[config.mk]
export PLATFORM = sky130hd
export DESIGN_NAME = sb_tx_msg_scheduler_flat
export DESIGN_NICKNAME = d
export VERILOG_FILES = /design/src/rtl/sb_tx_msg_scheduler_if.sv /design/src/rtl/sb_tx_msg_scheduler.sv /design/src/flat_wrapper.sv
export SDC_FILE = /design/constraint.sdc
export NUM_CORES = 1
export LEC_CHECK = 0
export ABC_AREA = 1
export BUFFER_PORTS_ARGS = -buffer_cell sky130_fd_sc_hd__buf_2
export CAP_MARGIN = 0
export CORE_ASPECT_RATIO = 0.6
export CORE_MARGIN = 2
export CORE_UTILIZATION = 56
export CTS_CLUSTER_DIAMETER = 60
export DETAILED_ROUTE_END_ITERATION = 8
export PLACE_DENSITY = 0.87
export SYNTH_ARGS = -nofsm -noshare
export SYNTH_HDL_FRONTEND = slang
export SYNTH_SLANG_ARGS = --single-unit
[constraint.sdc]
create_clock -name i_clk -period 8.65 [get_ports i_clk]
set_clock_uncertainty 0.1 [all_clocks]
set_input_delay 1.73 -clock i_clk [delete_from_list [all_inputs] [get_ports i_clk]]
set_output_delay 1.73 -clock i_clk [all_outputs]
set_load 0.005 [all_outputs]
[src/rtl/sb_tx_msg_scheduler_if.sv]
// Sideband TX scheduler bus bundle.
// Groups every non-clock/reset signal of sb_tx_msg_scheduler:
//   - LTSM requester : req/fields/data in, ack out
//   - PST requester  : req/fields/data in, ack out
//   - header encoder : message strobe and fields out, header/header-valid in
//   - serializer     : packet/valid out, ready in
//   - status         : busy out
// The master modport is the scheduler's view; slave is the environment's view.
interface sb_tx_msg_scheduler_if;
  logic        i_ltsm_req;
  logic [3:0]  i_ltsm_state;
  logic [3:0]  i_ltsm_sub_state;
  logic [3:0]  i_ltsm_msg_no;
  logic [2:0]  i_ltsm_msg_info;
  logic        i_ltsm_data_valid;
  logic [63:0] i_ltsm_data;
  logic        o_ltsm_ack;

  logic        i_pst_req;
  logic [1:0]  i_pst_test;
  logic [3:0]  i_pst_msg_no;
  logic [2:0]  i_pst_msg_info;
  logic        i_pst_data_valid;
  logic [63:0] i_pst_data;
  logic        o_pst_ack;

  logic        o_enc_msg_valid;
  logic        o_enc_data_valid;
  logic [3:0]  o_enc_state;
  logic [3:0]  o_enc_sub_state;
  logic [3:0]  o_enc_msg_no;
  logic [2:0]  o_enc_msg_info;
  logic        o_enc_pst_en;
  logic [1:0]  o_enc_pst_test;
  logic [61:0] i_enc_header;
  logic        i_enc_header_valid;

  logic [63:0] o_pkt;
  logic        o_pkt_valid;
  logic        i_ser_ready;
  logic        o_busy;

  modport master (
    input  i_ltsm_req, i_ltsm_state, i_ltsm_sub_state, i_ltsm_msg_no,
           i_ltsm_msg_info, i_ltsm_data_valid, i_ltsm_data,
    output o_ltsm_ack,
    input  i_pst_req, i_pst_test, i_pst_msg_no, i_pst_msg_info,
           i_pst_data_valid, i_pst_data,
    output o_pst_ack,
    output o_enc_msg_valid, o_enc_data_valid, o_enc_state, o_enc_sub_state,
           o_enc_msg_no, o_enc_msg_info, o_enc_pst_en, o_enc_pst_test,
    input  i_enc_header, i_enc_header_valid,
    output o_pkt, o_pkt_valid,
    input  i_ser_ready,
    output o_busy
  );

  modport slave (
    output i_ltsm_req, i_ltsm_state, i_ltsm_sub_state, i_ltsm_msg_no,
           i_ltsm_msg_info, i_ltsm_data_valid, i_ltsm_data,
    input  o_ltsm_ack,
    output i_pst_req, i_pst_test, i_pst_msg_no, i_pst_msg_info,
           i_pst_data_valid, i_pst_data,
    input  o_pst_ack,
    input  o_enc_msg_valid, o_enc_data_valid, o_enc_state, o_enc_sub_state,
           o_enc_msg_no, o_enc_msg_info, o_enc_pst_en, o_enc_pst_test,
    output i_enc_header, i_enc_header_valid,
    input  o_pkt, o_pkt_valid,
    output i_ser_ready,
    input  o_busy
  );
endinterface

[src/rtl/sb_tx_msg_scheduler.sv]
// Sideband TX message scheduler.
// Shares one header encoder and one serializer between the LTSM message source
// and the point/sweep test engine. Requests are arbitrated round-robin, the
// encoder gets a one-cycle strobe, the returned 62-bit header is wrapped with
// CP/DP parity and sent, optionally followed by a 64-bit data packet, and a
// GAP_CYCLES idle gap separates consecutive messages.
// Ports:
//   i_clk  - clock
//   i_rst  - asynchronous active-high reset
//   bus    - sb_tx_msg_scheduler_if.master: requesters, encoder, serializer, busy
module sb_tx_msg_scheduler #(
  parameter int GAP_CYCLES = 32
) (
  input logic                   i_clk,
  input logic                   i_rst,
  sb_tx_msg_scheduler_if.master bus
);

  localparam int              CntW    = $clog2(GAP_CYCLES + 1);
  localparam logic [CntW-1:0] GapLoad = CntW'(GAP_CYCLES - 1);
  localparam logic [3:0]      MbtrainState = 4'd4;

  typedef enum logic [2:0] {
    IDLE,
    ENCODE,
    WAIT_HDR,
    SEND_HDR,
    SEND_DATA,
    GAP
  } state_t;

  state_t          state_q;
  logic            ptrPst_q;
  logic            ownerPst_q;
  logic [3:0]      encState_q;
  logic [3:0]      encSubState_q;
  logic [3:0]      encMsgNo_q;
  logic [2:0]      encMsgInfo_q;
  logic            encPstEn_q;
  logic [1:0]      encPstTest_q;
  logic            dataValid_q;
  logic [63:0]     data_q;
  logic            encMsgValid_q;
  logic [63:0]     pkt_q;
  logic            pktValid_q;
  logic            ltsmAck_q;
  logic            pstAck_q;
  logic [CntW-1:0] gapCnt_q;

  logic            grantLtsm_d;
  logic            grantPst_d;
  logic [63:0]     hdrPkt_d;
  logic            accept_d;

  // A lone requester always wins; on a tie the round-robin pointer decides.
  // The header packet is assembled straight from the encoder bus so that the
  // packet register doubles as the latched header.
  always_comb begin
    grantLtsm_d = bus.i_ltsm_req && (!bus.i_pst_req || !ptrPst_q);
    grantPst_d  = bus.i_pst_req && (!bus.i_ltsm_req || ptrPst_q);
    hdrPkt_d    = {dataValid_q & (^data_q), ^bus.i_enc_header, bus.i_enc_header};
    accept_d    = pktValid_q & bus.i_ser_ready;
  end

  // Message FSM. All outputs are registered here; strobe and acks default low
  // every cycle so they can only ever be single-cycle pulses.
  always_ff @(posedge i_clk or posedge i_rst) begin
    if (i_rst) begin
      state_q       <= IDLE;
      ptrPst_q      <= 1'b0;
      ownerPst_q    <= 1'b0;
      encState_q    <= '0;
      encSubState_q <= '0;
      encMsgNo_q    <= '0;
      encMsgInfo_q  <= '0;
      encPstEn_q    <= 1'b0;
      encPstTest_q  <= '0;
      dataValid_q   <= 1'b0;
      data_q        <= '0;
      encMsgValid_q <= 1'b0;
      pkt_q         <= '0;
      pktValid_q    <= 1'b0;
      ltsmAck_q     <= 1'b0;
      pstAck_q      <= 1'b0;
      gapCnt_q      <= '0;
    end else begin
      encMsgValid_q <= 1'b0;
      ltsmAck_q     <= 1'b0;
      pstAck_q      <= 1'b0;
      unique case (state_q)
        IDLE: begin
          if (grantLtsm_d) begin
            ownerPst_q    <= 1'b0;
            ptrPst_q      <= 1'b1;
            encState_q    <= bus.i_ltsm_state;
            encSubState_q <= bus.i_ltsm_sub_state;
            encMsgNo_q    <= bus.i_ltsm_msg_no;
            encMsgInfo_q  <= bus.i_ltsm_msg_info;
            encPstEn_q    <= 1'b0;
            encPstTest_q  <= '0;
            dataValid_q   <= bus.i_ltsm_data_valid;
            data_q        <= bus.i_ltsm_data;
            encMsgValid_q <= 1'b1;
            state_q       <= ENCODE;
          end else if (grantPst_d) begin
            ownerPst_q    <= 1'b1;
            ptrPst_q      <= 1'b0;
            encState_q    <= MbtrainState;
            encSubState_q <= '0;
            encMsgNo_q    <= bus.i_pst_msg_no;
            encMsgInfo_q  <= bus.i_pst_msg_info;
            encPstEn_q    <= 1'b1;
            encPstTest_q  <= bus.i_pst_test;
            dataValid_q   <= bus.i_pst_data_valid;
            data_q        <= bus.i_pst_data;
            encMsgValid_q <= 1'b1;
            state_q       <= ENCODE;
          end
        end
        ENCODE: begin
          state_q <= WAIT_HDR;
        end
        WAIT_HDR: begin
          if (bus.i_enc_header_valid) begin
            pkt_q      <= hdrPkt_d;
            pktValid_q <= 1'b1;
            state_q    <= SEND_HDR;
          end
        end
        SEND_HDR: begin
          if (accept_d) begin
            if (dataValid_q) begin
              pkt_q   <= data_q;
              state_q <= SEND_DATA;
            end else begin
              pkt_q      <= '0;
              pktValid_q <= 1'b0;
              gapCnt_q   <= GapLoad;
              ltsmAck_q  <= !ownerPst_q;
              pstAck_q   <= ownerPst_q;
              state_q    <= GAP;
            end
          end
        end
        SEND_DATA: begin
          if (accept_d) begin
            pkt_q      <= '0;
            pktValid_q <= 1'b0;
            gapCnt_q   <= GapLoad;
            ltsmAck_q  <= !ownerPst_q;
            pstAck_q   <= ownerPst_q;
            state_q    <= GAP;
          end
        end
        GAP: begin
          if (gapCnt_q == '0) begin
            state_q <= IDLE;
          end else begin
            gapCnt_q <= gapCnt_q - 1'b1;
          end
        end
        default: begin
          state_q <= IDLE;
        end
      endcase
    end
  end

  // Output wiring from the registered state.
  always_comb begin
    bus.o_ltsm_ack       = ltsmAck_q;
    bus.o_pst_ack        = pstAck_q;
    bus.o_enc_msg_valid  = encMsgValid_q;
    bus.o_enc_data_valid = dataValid_q;
    bus.o_enc_state      = encState_q;
    bus.o_enc_sub_state  = encSubState_q;
    bus.o_enc_msg_no     = encMsgNo_q;
    bus.o_enc_msg_info   = encMsgInfo_q;
    bus.o_enc_pst_en     = encPstEn_q;
    bus.o_enc_pst_test   = encPstTest_q;
    bus.o_pkt            = pkt_q;
    bus.o_pkt_valid      = pktValid_q;
    bus.o_busy           = (state_q != IDLE);
  end

endmodule

[src/flat_wrapper.sv]
// flat-port wrapper written by rule: the top's interface ports become plain ports
module sb_tx_msg_scheduler_flat 
#(
  parameter int GAP_CYCLES = 32
)
  (i_clk, i_rst, bus_i_ltsm_req, bus_i_ltsm_state, bus_i_ltsm_sub_state, bus_i_ltsm_msg_no, bus_i_ltsm_msg_info, bus_i_ltsm_data_valid, bus_i_ltsm_data, bus_o_ltsm_ack, bus_i_pst_req, bus_i_pst_test, bus_i_pst_msg_no, bus_i_pst_msg_info, bus_i_pst_data_valid, bus_i_pst_data, bus_o_pst_ack, bus_o_enc_msg_valid, bus_o_enc_data_valid, bus_o_enc_state, bus_o_enc_sub_state, bus_o_enc_msg_no, bus_o_enc_msg_info, bus_o_enc_pst_en, bus_o_enc_pst_test, bus_i_enc_header, bus_i_enc_header_valid, bus_o_pkt, bus_o_pkt_valid, bus_i_ser_ready, bus_o_busy);
  sb_tx_msg_scheduler_if bus_i ();
  input logic i_clk;
  input logic i_rst;
  input wire logic [$bits(bus_i.i_ltsm_req)-1:0] bus_i_ltsm_req;
  input wire logic [$bits(bus_i.i_ltsm_state)-1:0] bus_i_ltsm_state;
  input wire logic [$bits(bus_i.i_ltsm_sub_state)-1:0] bus_i_ltsm_sub_state;
  input wire logic [$bits(bus_i.i_ltsm_msg_no)-1:0] bus_i_ltsm_msg_no;
  input wire logic [$bits(bus_i.i_ltsm_msg_info)-1:0] bus_i_ltsm_msg_info;
  input wire logic [$bits(bus_i.i_ltsm_data_valid)-1:0] bus_i_ltsm_data_valid;
  input wire logic [$bits(bus_i.i_ltsm_data)-1:0] bus_i_ltsm_data;
  output wire logic [$bits(bus_i.o_ltsm_ack)-1:0] bus_o_ltsm_ack;
  input wire logic [$bits(bus_i.i_pst_req)-1:0] bus_i_pst_req;
  input wire logic [$bits(bus_i.i_pst_test)-1:0] bus_i_pst_test;
  input wire logic [$bits(bus_i.i_pst_msg_no)-1:0] bus_i_pst_msg_no;
  input wire logic [$bits(bus_i.i_pst_msg_info)-1:0] bus_i_pst_msg_info;
  input wire logic [$bits(bus_i.i_pst_data_valid)-1:0] bus_i_pst_data_valid;
  input wire logic [$bits(bus_i.i_pst_data)-1:0] bus_i_pst_data;
  output wire logic [$bits(bus_i.o_pst_ack)-1:0] bus_o_pst_ack;
  output wire logic [$bits(bus_i.o_enc_msg_valid)-1:0] bus_o_enc_msg_valid;
  output wire logic [$bits(bus_i.o_enc_data_valid)-1:0] bus_o_enc_data_valid;
  output wire logic [$bits(bus_i.o_enc_state)-1:0] bus_o_enc_state;
  output wire logic [$bits(bus_i.o_enc_sub_state)-1:0] bus_o_enc_sub_state;
  output wire logic [$bits(bus_i.o_enc_msg_no)-1:0] bus_o_enc_msg_no;
  output wire logic [$bits(bus_i.o_enc_msg_info)-1:0] bus_o_enc_msg_info;
  output wire logic [$bits(bus_i.o_enc_pst_en)-1:0] bus_o_enc_pst_en;
  output wire logic [$bits(bus_i.o_enc_pst_test)-1:0] bus_o_enc_pst_test;
  input wire logic [$bits(bus_i.i_enc_header)-1:0] bus_i_enc_header;
  input wire logic [$bits(bus_i.i_enc_header_valid)-1:0] bus_i_enc_header_valid;
  output wire logic [$bits(bus_i.o_pkt)-1:0] bus_o_pkt;
  output wire logic [$bits(bus_i.o_pkt_valid)-1:0] bus_o_pkt_valid;
  input wire logic [$bits(bus_i.i_ser_ready)-1:0] bus_i_ser_ready;
  output wire logic [$bits(bus_i.o_busy)-1:0] bus_o_busy;
  assign bus_i.i_ltsm_req = bus_i_ltsm_req;
  assign bus_i.i_ltsm_state = bus_i_ltsm_state;
  assign bus_i.i_ltsm_sub_state = bus_i_ltsm_sub_state;
  assign bus_i.i_ltsm_msg_no = bus_i_ltsm_msg_no;
  assign bus_i.i_ltsm_msg_info = bus_i_ltsm_msg_info;
  assign bus_i.i_ltsm_data_valid = bus_i_ltsm_data_valid;
  assign bus_i.i_ltsm_data = bus_i_ltsm_data;
  assign bus_o_ltsm_ack = bus_i.o_ltsm_ack;
  assign bus_i.i_pst_req = bus_i_pst_req;
  assign bus_i.i_pst_test = bus_i_pst_test;
  assign bus_i.i_pst_msg_no = bus_i_pst_msg_no;
  assign bus_i.i_pst_msg_info = bus_i_pst_msg_info;
  assign bus_i.i_pst_data_valid = bus_i_pst_data_valid;
  assign bus_i.i_pst_data = bus_i_pst_data;
  assign bus_o_pst_ack = bus_i.o_pst_ack;
  assign bus_o_enc_msg_valid = bus_i.o_enc_msg_valid;
  assign bus_o_enc_data_valid = bus_i.o_enc_data_valid;
  assign bus_o_enc_state = bus_i.o_enc_state;
  assign bus_o_enc_sub_state = bus_i.o_enc_sub_state;
  assign bus_o_enc_msg_no = bus_i.o_enc_msg_no;
  assign bus_o_enc_msg_info = bus_i.o_enc_msg_info;
  assign bus_o_enc_pst_en = bus_i.o_enc_pst_en;
  assign bus_o_enc_pst_test = bus_i.o_enc_pst_test;
  assign bus_i.i_enc_header = bus_i_enc_header;
  assign bus_i.i_enc_header_valid = bus_i_enc_header_valid;
  assign bus_o_pkt = bus_i.o_pkt;
  assign bus_o_pkt_valid = bus_i.o_pkt_valid;
  assign bus_i.i_ser_ready = bus_i_ser_ready;
  assign bus_o_busy = bus_i.o_busy;
  sb_tx_msg_scheduler #(.GAP_CYCLES(GAP_CYCLES)) u_core (.i_clk(i_clk), .i_rst(i_rst), .bus(bus_i));
endmodule
**Yosys cells after proc, flatten, opt, wreduce, memory -nomap -nowiden**

Cells that the tools add are included.

- $add $sub $neg: 1
- Equality and inequality tests: 12
- Muxes and demuxes: 52
- Bitwise logic cells: 2
- Reduce and logical (&&, ||, !) cells: 21

Operators by type and width:

| cell | number |
|---|---|
| 64-bit 2-to-1 mux | 6 |
| 64-bit case mux with 3 select lines | 1 |
| 64-bit parity | 1 |
| 62-bit parity | 1 |
| 3-bit 2-to-1 mux | 8 |
| 4-bit 2-to-1 mux | 6 |
| 6-bit 2-to-1 mux | 4 |
| 1-bit 2-to-1 mux | 20 |
| 3-bit case mux with 6 select lines | 1 |
| 6-bit case mux with 3 select lines | 1 |
| 5-bit AND reduction | 3 |
| 3-bit nonzero test | 3 |
| 3-bit by 2-bit == test with 1-bit output (second input constant) | 2 |
| 3-bit == test (second input constant) | 2 |
| 6-bit zero test | 1 |
| 2-bit by 1-bit inequality test with 1-bit output (second input constant) | 3 |
| 2-bit inequality test (second input constant) | 3 |
| 6-bit by 1-bit subtractor with 6-bit output (second input constant) | 1 |
| 1-bit zero test | 4 |
| 2-bit 2-to-1 mux | 2 |
| 1-bit case mux with 2 select lines | 2 |
| 4-bit AND reduction | 1 |
| 3-bit by 1-bit == test with 1-bit output (second input constant) | 1 |
| 3-bit zero test | 1 |
| other kinds (7) | 10 |

- Flip-flop bits (word level): 161
- Bits of input ports: 222
- Logic and storage cells: 104

**Longest topological paths before layout**

Gate-level depths: netlist (run 1).

- Word-level depth: 6
- Mapped depth: 16
- Depth with buffers taken out: 16

**Least setup slack after synthesis (run 1)**

No wires, ideal clock.

- Path type: input port to flip-flop
- From: input port bus_i_enc_header[29]
- To: register u_core.pkt_q[62], in the netlist u_core.bus.o_pkt[62]
- Library setup time: 77 ps
- Data arrival time: 2,695 ps
- Data required time: 8,473 ps
- Slack: 5,778 ps
- Cell stages on the path: 15
- Path buffers: 1
- Path through: buf_2 -> inv_1 -> nand2_1 -> nand2_1 -> nand2_1 -> nand2_1 -> nand2_1 -> nand2_1 -> nand2_1 -> nand2_1 -> nand2_1 -> nand2_1 -> nand2_1 -> nand3_1 -> a21oi_1

- Longest elaborated chain between the ends: 3

Ends and longest elaborated chain:

| what | RTL line | source |
|---|---|---|
| start: declaration | flat_wrapper.sv:33 | `input wire logic [$bits(bus_i.i_enc_header)-1:0] bus_i_enc_header;` |
| 62-bit parity | sb_tx_msg_scheduler.sv:61 | `hdrPkt_d = {dataValid_q & (^data_q), ^bus.i_enc_header, bus.i_enc_header};` |
| 64-bit 2-to-1 mux | sb_tx_msg_scheduler.sv:124 | `if (bus.i_enc_header_valid) begin` |
| 64-bit case mux with 3 select lines | sb_tx_msg_scheduler.sv:90 | `unique case (state_q)` |
| end signal: assignment | sb_tx_msg_scheduler.sv:125 | `pkt_q <= hdrPkt_d;` |
| end signal: assignment | sb_tx_msg_scheduler.sv:133 | `pkt_q <= data_q;` |
| end: declaration | sb_tx_msg_scheduler.sv:44 | `logic [63:0] pkt_q;` |

Every way passes these cells. The select of a mux whose other input is x is not followed.
A chain may end at the register's enable or synchronous reset.

**Worst setup path after layout (run 1)**

- From: register u_core.state_q[1]
- To: register u_core.pktValid_q, in the netlist u_core.bus.o_pkt_valid

- Longest elaborated chain between the ends: 3

Ends and longest elaborated chain:

| what | RTL line | source |
|---|---|---|
| start: declaration | sb_tx_msg_scheduler.sv:32 | `state_t state_q;` |
| start signal: assignment | sb_tx_msg_scheduler.sv:69 | `state_q <= IDLE;` |
| start signal: assignment | sb_tx_msg_scheduler.sv:104 | `state_q <= ENCODE;` |
| start signal: assignment | sb_tx_msg_scheduler.sv:117 | `state_q <= ENCODE;` |
| 3-bit by 2-bit == test with 1-bit output / 3-bit == test (equally long branches) | sb_tx_msg_scheduler.sv:90 |  |
| 2-bit inequality test (no source line), or another cell as far along | n/a |  |
| 5-bit AND reduction (no source line) | n/a |  |
| end signal: assignment | sb_tx_msg_scheduler.sv:82 | `pktValid_q <= 1'b0;` |
| end signal: assignment | sb_tx_msg_scheduler.sv:126 | `pktValid_q <= 1'b1;` |
| end signal: assignment | sb_tx_msg_scheduler.sv:137 | `pktValid_q <= 1'b0;` |
| end: declaration | sb_tx_msg_scheduler.sv:45 | `logic pktValid_q;` |

Several ways; a longest one is shown, not always the timed one.

==> reports/qor.csv, run 1 <==
stage,metric,value,unit
global_route,Tot GR Track Use,0.309,
power_and_ir_drop,sequential share of power,0.304,
place,area after detailed placement,11500,sq um
global_route,initial antenna violation count,0,
floorplan,total core area,17100,sq um
timing,worst path setup slack after routing,4.44,ns
clocking,CTS H-Tree Depth,4,
place,DP HPWL,20.9,mm
critical_path,worst reg-to-reg path cell count,10,
timing,relative max-transition margin,0.263,
worst_hold_path,class of the worst hold path,flip-flop to flip-flop,
place,number of cells in the design after placement,1906,
floorplan,row count,37,
power_and_ir_drop,largest vdd supply drop,0.000171,V
synth,fraction of the yosys area taken by sequential cells,0.411,
floorplan,number of ports placed on the die boundary,310,
synth,Synth top area share,0.411,
place,routability congestion estimate from global placement,0.890,
routing,wire length reported by the detailed router,29.0,mm
routing,number of vias per cell after detailed routing,5.40,
clocking,CTS buffer count,17,
global_route,number of global-route vias before repair,9673,
critical_path,CP Data Required Time,8.83,ns
timing,part of the cycle the worst path needs,0.486,
global_route,global-route wire length before repair,46.2,mm
layout,layout overhead on the synthesized area,23.4,%
critical_path,critical path's slowest cell,nor2_4,
timing,final setup fails,0,
place,quantity of I/O buffers inserted on ports,309,
routing,Routed WL per cell,15.0,microns
layout,fraction of final layout cells sized beyond drive strength 1,0.212,
run,number of max-cap violations,0,
clocking,CTS tree,yes,
routing,Iter 0 DRT Violations,919,
clocking,number of buffers inserted by post-CTS setup repair,0,
timing,hold slack final,0.360,ns
floorplan,floorplan die height,107,microns
critical_path,largest fanout of any net on the critical path,54,
clocking,number of hold buffers added after cts,0,
global_route,global-route congestion overflow total,0,
critical_path,critical path arrival,4.39,ns
synth,Syn Area/Cell,6.94,sq um
critical_path,sort of element at the start of the critical path,flip-flop,
timing,RSZ-0062 raised after global routing,false,
power_and_ir_drop,switching component of the power,2.21,mW
clocking,quantity of gates resized following cts,0,
layout,most common library cell in the layout ignoring fill and taps,nand2_1,
timing,number of pins with negative max-slew slack in the final report,0,
synth,Synth area leader,dfrtp_1,
synth,net count after synthesis,1637,
timing,pin slew with the least headroom to its limit,1.10,ns
floorplan,Die Outline Area,18600,sq um
layout,fin nets,1915,
timing,fmax,238,MHz
synth,unique cell type count in the Yosys netlist,31,
layout,most used cells in the layout excluding fill and tap cells,"nand2_1 (658), buf_2 (309), dfrtp_1 (161), nand3_1 (114), inv_1 (114)",
global_route,maximum number of pins on one net before global-route repair,88,
routing,# DRC,0,
synth,number of synthesized register bits,161,
routing,Via Count,10500,
routing,number of iterations in the first detailed-routing pass,5,
layout,final instance area,12100,sq um
timing,Period minus WS final,4.21,ns
worst_hold_path,cell depth of the worst min-delay path,1,
timing,Fin Setup TNS,0,ns
clocking,number of clock sinks,161,
critical_path,Slowest Stage Delay on Critical Path,0.87,ns
synth,synthesized instance count,1413,
power_and_ir_drop,internal power summed over all cells,2.45,mW
layout,Diodes inserted,0,
routing,number of nets with antenna violations after routing,0,
power_and_ir_drop,Power per Cell Area,385,nW/um^2
clocking,Root Driver,clkbuf_16,
synth,Ys Warns,0,
power_and_ir_drop,clock group share of total power,0.174,
floorplan,die boundary width,175,microns
clocking,clock latency on the worst-skew pair,0.42,ns
layout,filler cell count,1463,
power_and_ir_drop,Comb pwr share,0.522,
power_and_ir_drop,standby leakage power,6.76,nW
timing,total count of hold-check failures in the final report,0,
floorplan,Starting Density,0.573,
clocking,maximum buffer depth of the clock tree,2,
clocking,clock edge transition at the registers on the reported setup and hold paths,0.07,ns
critical_path,critical path start-end classification,flip-flop to flip-flop,
synth,post-synthesis cell area,9810,sq um
outcome,run status,"finished, final reports clean",
layout,final non-filler cell total,1938,
power_and_ir_drop,net switching share of the total power,0.475,
critical_path,nature of the critical path endpoint,flip-flop,
critical_path,critical-path cell list,nand2_1 > nor2_1 > nor2_4 > a21oi_1 > nor2_1 > o21a_4 > buf_4 > inv_2 > o21ai_0 > nand2_1,
synth,leading post-synthesis cells by cell area,"dfrtp_1 (41%), nand2_1 (25%), nand3_1 (5.8%)",
place,pre-CTS setup slack,4.25,ns
[power groups by stage]
stage | logic (mW) | clock network (mW) | registers [mW]
2_1_floorplan | 1.72 | 0 | 1.37
3_3_place_gp | 2.28 | 0 | 1.40
3_5_place_dp | 2.40 | 0 | 1.41
4_1_cts | 2.42 | 0.817 | 1.40
5_1_grt | 2.76 | 0.854 | 1.45
6_report | 2.43 | 0.811 | 1.41
[layer usage]
layer / vias up / global-route usage / wire length [microns]
met5: - / 0 / 0
met4: 0 / 0.0720 / 425
met3: 41 / 0.0551 / 2330
met2: 467 / 0.520 / 13500
met1: 4862 / 0.419 / 12700
li1: 5104 / - / -
[worst max-delay path: cells and delay by family (launching register included)]
family | cells | cell delay [ns]
simple gates | 5 | 1.40
buf+inv | 2 | 1.07
compound gates | 3 | 1.00
flops | 1 | 0.41
[cell families (layout without fill, tap and decap cells)]
group	after synthesis	after routing	synth area share
buffers and inverters	176	467	0.0713
DFF	161	161	0.411
adders and majority gates	2	2	0.00255
xor gates and xnor gates	60	60	0.0536
AOI/OAI and AO/OA	186	186	0.127
and+or+nand+nor	828	828	0.335
[synth_stat cells (all sizes together)]
cell,number
nand2,659
dfrtp,161
inv,121
nand3,114
a22oi,73
o21ai,51
nor2,45
buf,36
xnor2,35
o211ai,26
xor2,25
clkbuf,19
a31oi,13
a21oi,11
a22o,9
nor3,7
ha,2
nand3b,1
nand4,1
o21a,1
o22a,1
o311ai,1
or3b,1
[area by class of cell]
class,instances,area [sq um],area share
tap,234,293,0.0242
timing repair buffer,314,1580,0.131
clock buffer,18,429,0.0355
clock inverter,14,195,0.0161
multi-input combinational,1076,5110,0.422
sequential,161,4030,0.333
inverter,121,459,0.0379
[final timing paths]
check	start	endpoint	slack [ns]
max in group asynchronous	i_rst	u_core.bus.o_pkt[49]	5.66
min in group asynchronous	i_rst	u_core.bus.o_pkt[12]	1.34
min reg2reg	u_core.ownerPst_q	u_core.bus.o_ltsm_ack	0.36
max	u_core.state_q[1]	u_core.bus.o_pkt_valid	4.44
min	u_core.ownerPst_q	u_core.bus.o_ltsm_ack	0.36
max reg2reg	u_core.state_q[1]	u_core.bus.o_pkt_valid	4.44
[registers in the layout (all words and copies together), names as in the netlist, 2 cells and up]
signal                      count
u_core.bus.o_enc_msg_info       3
u_core.bus.o_enc_msg_no         4
u_core.bus.o_enc_pst_test       2
u_core.bus.o_enc_state          4
u_core.bus.o_enc_sub_state      4
u_core.bus.o_pkt               64
u_core.data_q                  64
u_core.gapCnt_q                 6
u_core.state_q                  3
[per-stage QoR]
stage,util,power (mW)
detailed placement,0.670,3.81
finish,0.706,4.65
global placement,0.670,3.69
floorplan,-,3.09
global route,0.706,5.06
CTS,0.706,4.64
(Power assumes the default switching activity.)
==> run 2, diff against run 1 <==
- CORE_UTILIZATION: 56 -> 47
- PLACE_DENSITY: 0.87 -> 0.77
- clock period: 8.65 -> 3.69 ns (I/O delays scaled with it)
==> reports/qor.csv, run 2 (same netlist as run 1, synthesis figures left out) <==
stage,metric,value,unit,change
clocking,quantity of gates resized following cts,0,,unchanged
floorplan,row count,40,,+8.1%
power_and_ir_drop,standby leakage power,6.74,nW,-0.16%
timing,part of the cycle the worst path needs,0.748,,+0.262
run,number of max-cap violations,0,,unchanged
global_route,maximum number of pins on one net before global-route repair,108,,+23%
place,area after detailed placement,11600,sq um,+0.96%
clocking,CTS tree,yes,,
place,quantity of I/O buffers inserted on ports,309,,unchanged
routing,Iter 0 DRT Violations,852,,-7.3%
clocking,CTS buffer count,17,,unchanged
clocking,number of clock sinks,161,,unchanged
routing,number of vias per cell after detailed routing,5.19,,-3.9%
routing,Via Count,10300,,-1.7%
floorplan,Starting Density,0.485,,-0.0875
global_route,global routing met1 resource utilization,0.386,,-0.0327
clocking,maximum buffer depth of the clock tree,2,,unchanged
layout,final instance area,12200,sq um,+0.47%
power_and_ir_drop,largest vdd supply drop,0.000538,V,+210%
routing,number of nets with antenna violations after routing,0,,unchanged
layout,most used cells in the layout excluding fill and tap cells,"nand2_1 (658), buf_2 (309), dfrtp_1 (161), nand3_1 (114), inv_1 (114)",,
critical_path,critical-path cell list,inv_2 > nand3_1 > nor2_4 > nor2_4 > inv_2 > o21ai_0,,
routing,wire length reported by the detailed router,29.7,mm,+2.4%
floorplan,total core area,20200,sq um,+18%
power_and_ir_drop,Power per Cell Area,886,nW/um^2,+130%
timing,pin slew with the least headroom to its limit,0.988,ns,-0.115 ns
timing,final setup fails,0,,unchanged
layout,most common library cell in the layout ignoring fill and taps,nand2_1,,
floorplan,number of ports placed on the die boundary,310,,unchanged
timing,worst path setup slack after routing,0.929,ns,-3.51 ns
clocking,number of hold buffers added after cts,0,,unchanged
clocking,Root Driver,clkbuf_16,,
layout,fraction of final layout cells sized beyond drive strength 1,0.213,,+0.00114
clocking,CTS H-Tree Depth,4,,unchanged
global_route,number of global-route vias before repair,9358,,-3.3%
global_route,global-route congestion overflow total,0,,unchanged
floorplan,floorplan die height,116,microns,+8.8%
global_route,met2 layer usage reported by global route,0.426,,-0.0936
place,DP HPWL,22.0,mm,+5.3%
critical_path,critical path start-end classification,flip-flop to flip-flop,,
critical_path,largest fanout of any net on the critical path,45,,-17%
floorplan,die boundary width,190,microns,+8.9%
critical_path,CP Data Required Time,3.92,ns,-4.91 ns
global_route,global-route track usage on met3,0.0509,,-0.00420
outcome,run status,"finished, final reports clean",,
timing,RSZ-0062 raised after global routing,false,,
place,routability congestion estimate from global placement,0.881,,-0.99%
global_route,layer with the highest usage after global routing,met2,,
routing,Routed WL per cell,15.0,microns,+0.17%
routing,# DRC,0,,unchanged
timing,Period minus WS final,2.76,ns,-1.45 ns
layout,fin nets,1920,,+0.26%
timing,Fin Setup TNS,0,ns,unchanged
critical_path,sort of element at the start of the critical path,flip-flop,,
clocking,clock edge transition at the registers on the reported setup and hold paths,0.06,ns,about the same
clocking,clock latency on the worst-skew pair,0.43,ns,about the same
floorplan,Die Outline Area,22100,sq um,+19%
critical_path,critical path arrival,2.99,ns,-1.40 ns
critical_path,critical path's slowest cell,nor2_4,,
global_route,global-route wire length before repair,46.6,mm,+0.79%
layout,Diodes inserted,0,,unchanged
timing,total count of hold-check failures in the final report,0,,unchanged
place,pre-CTS setup slack,0.534,ns,-3.72 ns
critical_path,Slowest Stage Delay on Critical Path,0.77,ns,-0.10 ns
critical_path,nature of the critical path endpoint,flip-flop,,
routing,number of iterations in the first detailed-routing pass,6,,+1
worst_hold_path,class of the worst hold path,primary input to async pin,,
clocking,number of buffers inserted by post-CTS setup repair,0,,unchanged
global_route,initial antenna violation count,0,,unchanged
timing,number of pins with negative max-slew slack in the final report,0,,unchanged
global_route,Tot GR Track Use,0.271,,-0.0382
timing,relative max-transition margin,0.340,,+0.0769
timing,fmax,362,MHz,+52%
layout,share of the core filled with cells,0.601,,-0.105
layout,layout overhead on the synthesized area,24.0,%,
-- run 2: worst paths after layout --
path,slack [ns],from,cells after the start,to
worst max register to register,0.93,u_core.state_q[2],6,u_core.data_q[28]
worst min-delay path,0.12,i_rst,2,u_core.bus.o_enc_pst_test[0]
worst min register to register,0.39,u_core.bus.o_enc_msg_info[0],2,u_core.bus.o_enc_msg_info[0]
min in group i_clk,0.39,u_core.bus.o_enc_msg_info[0],2,u_core.bus.o_enc_msg_info[0]
worst max-delay path,0.93,u_core.state_q[2],6,u_core.data_q[28]
max in group asynchronous,2.54,i_rst,3,u_core.data_q[38]
-- run 2: routing by layer --
| layer | share of wire | routed length (microns) |
|---|---|---|
| met5 | 0 | 0 |
| met4 | 0.014 | 423 |
| met3 | 0.075 | 2230 |
| met2 | 0.44 | 13200 |
| met1 | 0.47 | 13900 |
-- run 2: power breakdown --
part           leakage [nW]  internal, mW  switching [mW]
clock network         0.268         0.999           0.721
registers              1.97          2.62           0.669
logic                  4.50          2.05            3.71
total                  6.74          5.67            5.11
-- run 2: final cells by class --
class                           count  area, sq um
Clock buffer                       24          492
Clock inverter                      8         78.8
Fill cell                        1826         8060
Inverter                          121          458
Multi-Input combinational cell   1076         5110
Sequential cell                   161         4030
Tap cell                          273          342
Timing Repair Buffer              319         1650
-- run 2: critical path: cells and delay by family, from the launching register on --
family	cells	cell delay (ns)
buffers and inverters	2	0.66
AOI/OAI and AO/OA	1	0.34
and+or+nand+nor	3	1.12
DFF	1	0.42
-- run 2: per-stage QoR --
| step | instances | hold WS [ns] | power, mW |
|---|---|---|---|
| 2_1_floorplan | 1413 | 0.356 | 7.23 |
| 3_3_place_gp | 1950 | 0.362 | 8.80 |
| 3_5_place_dp | 1950 | 0.365 | 9.03 |
| 4_1_cts | 1982 | 0.104 | 10.8 |
| 5_1_grt | 1982 | 0.101 | 11.8 |
| 6_report | 1982 | 0.116 | 10.8 |
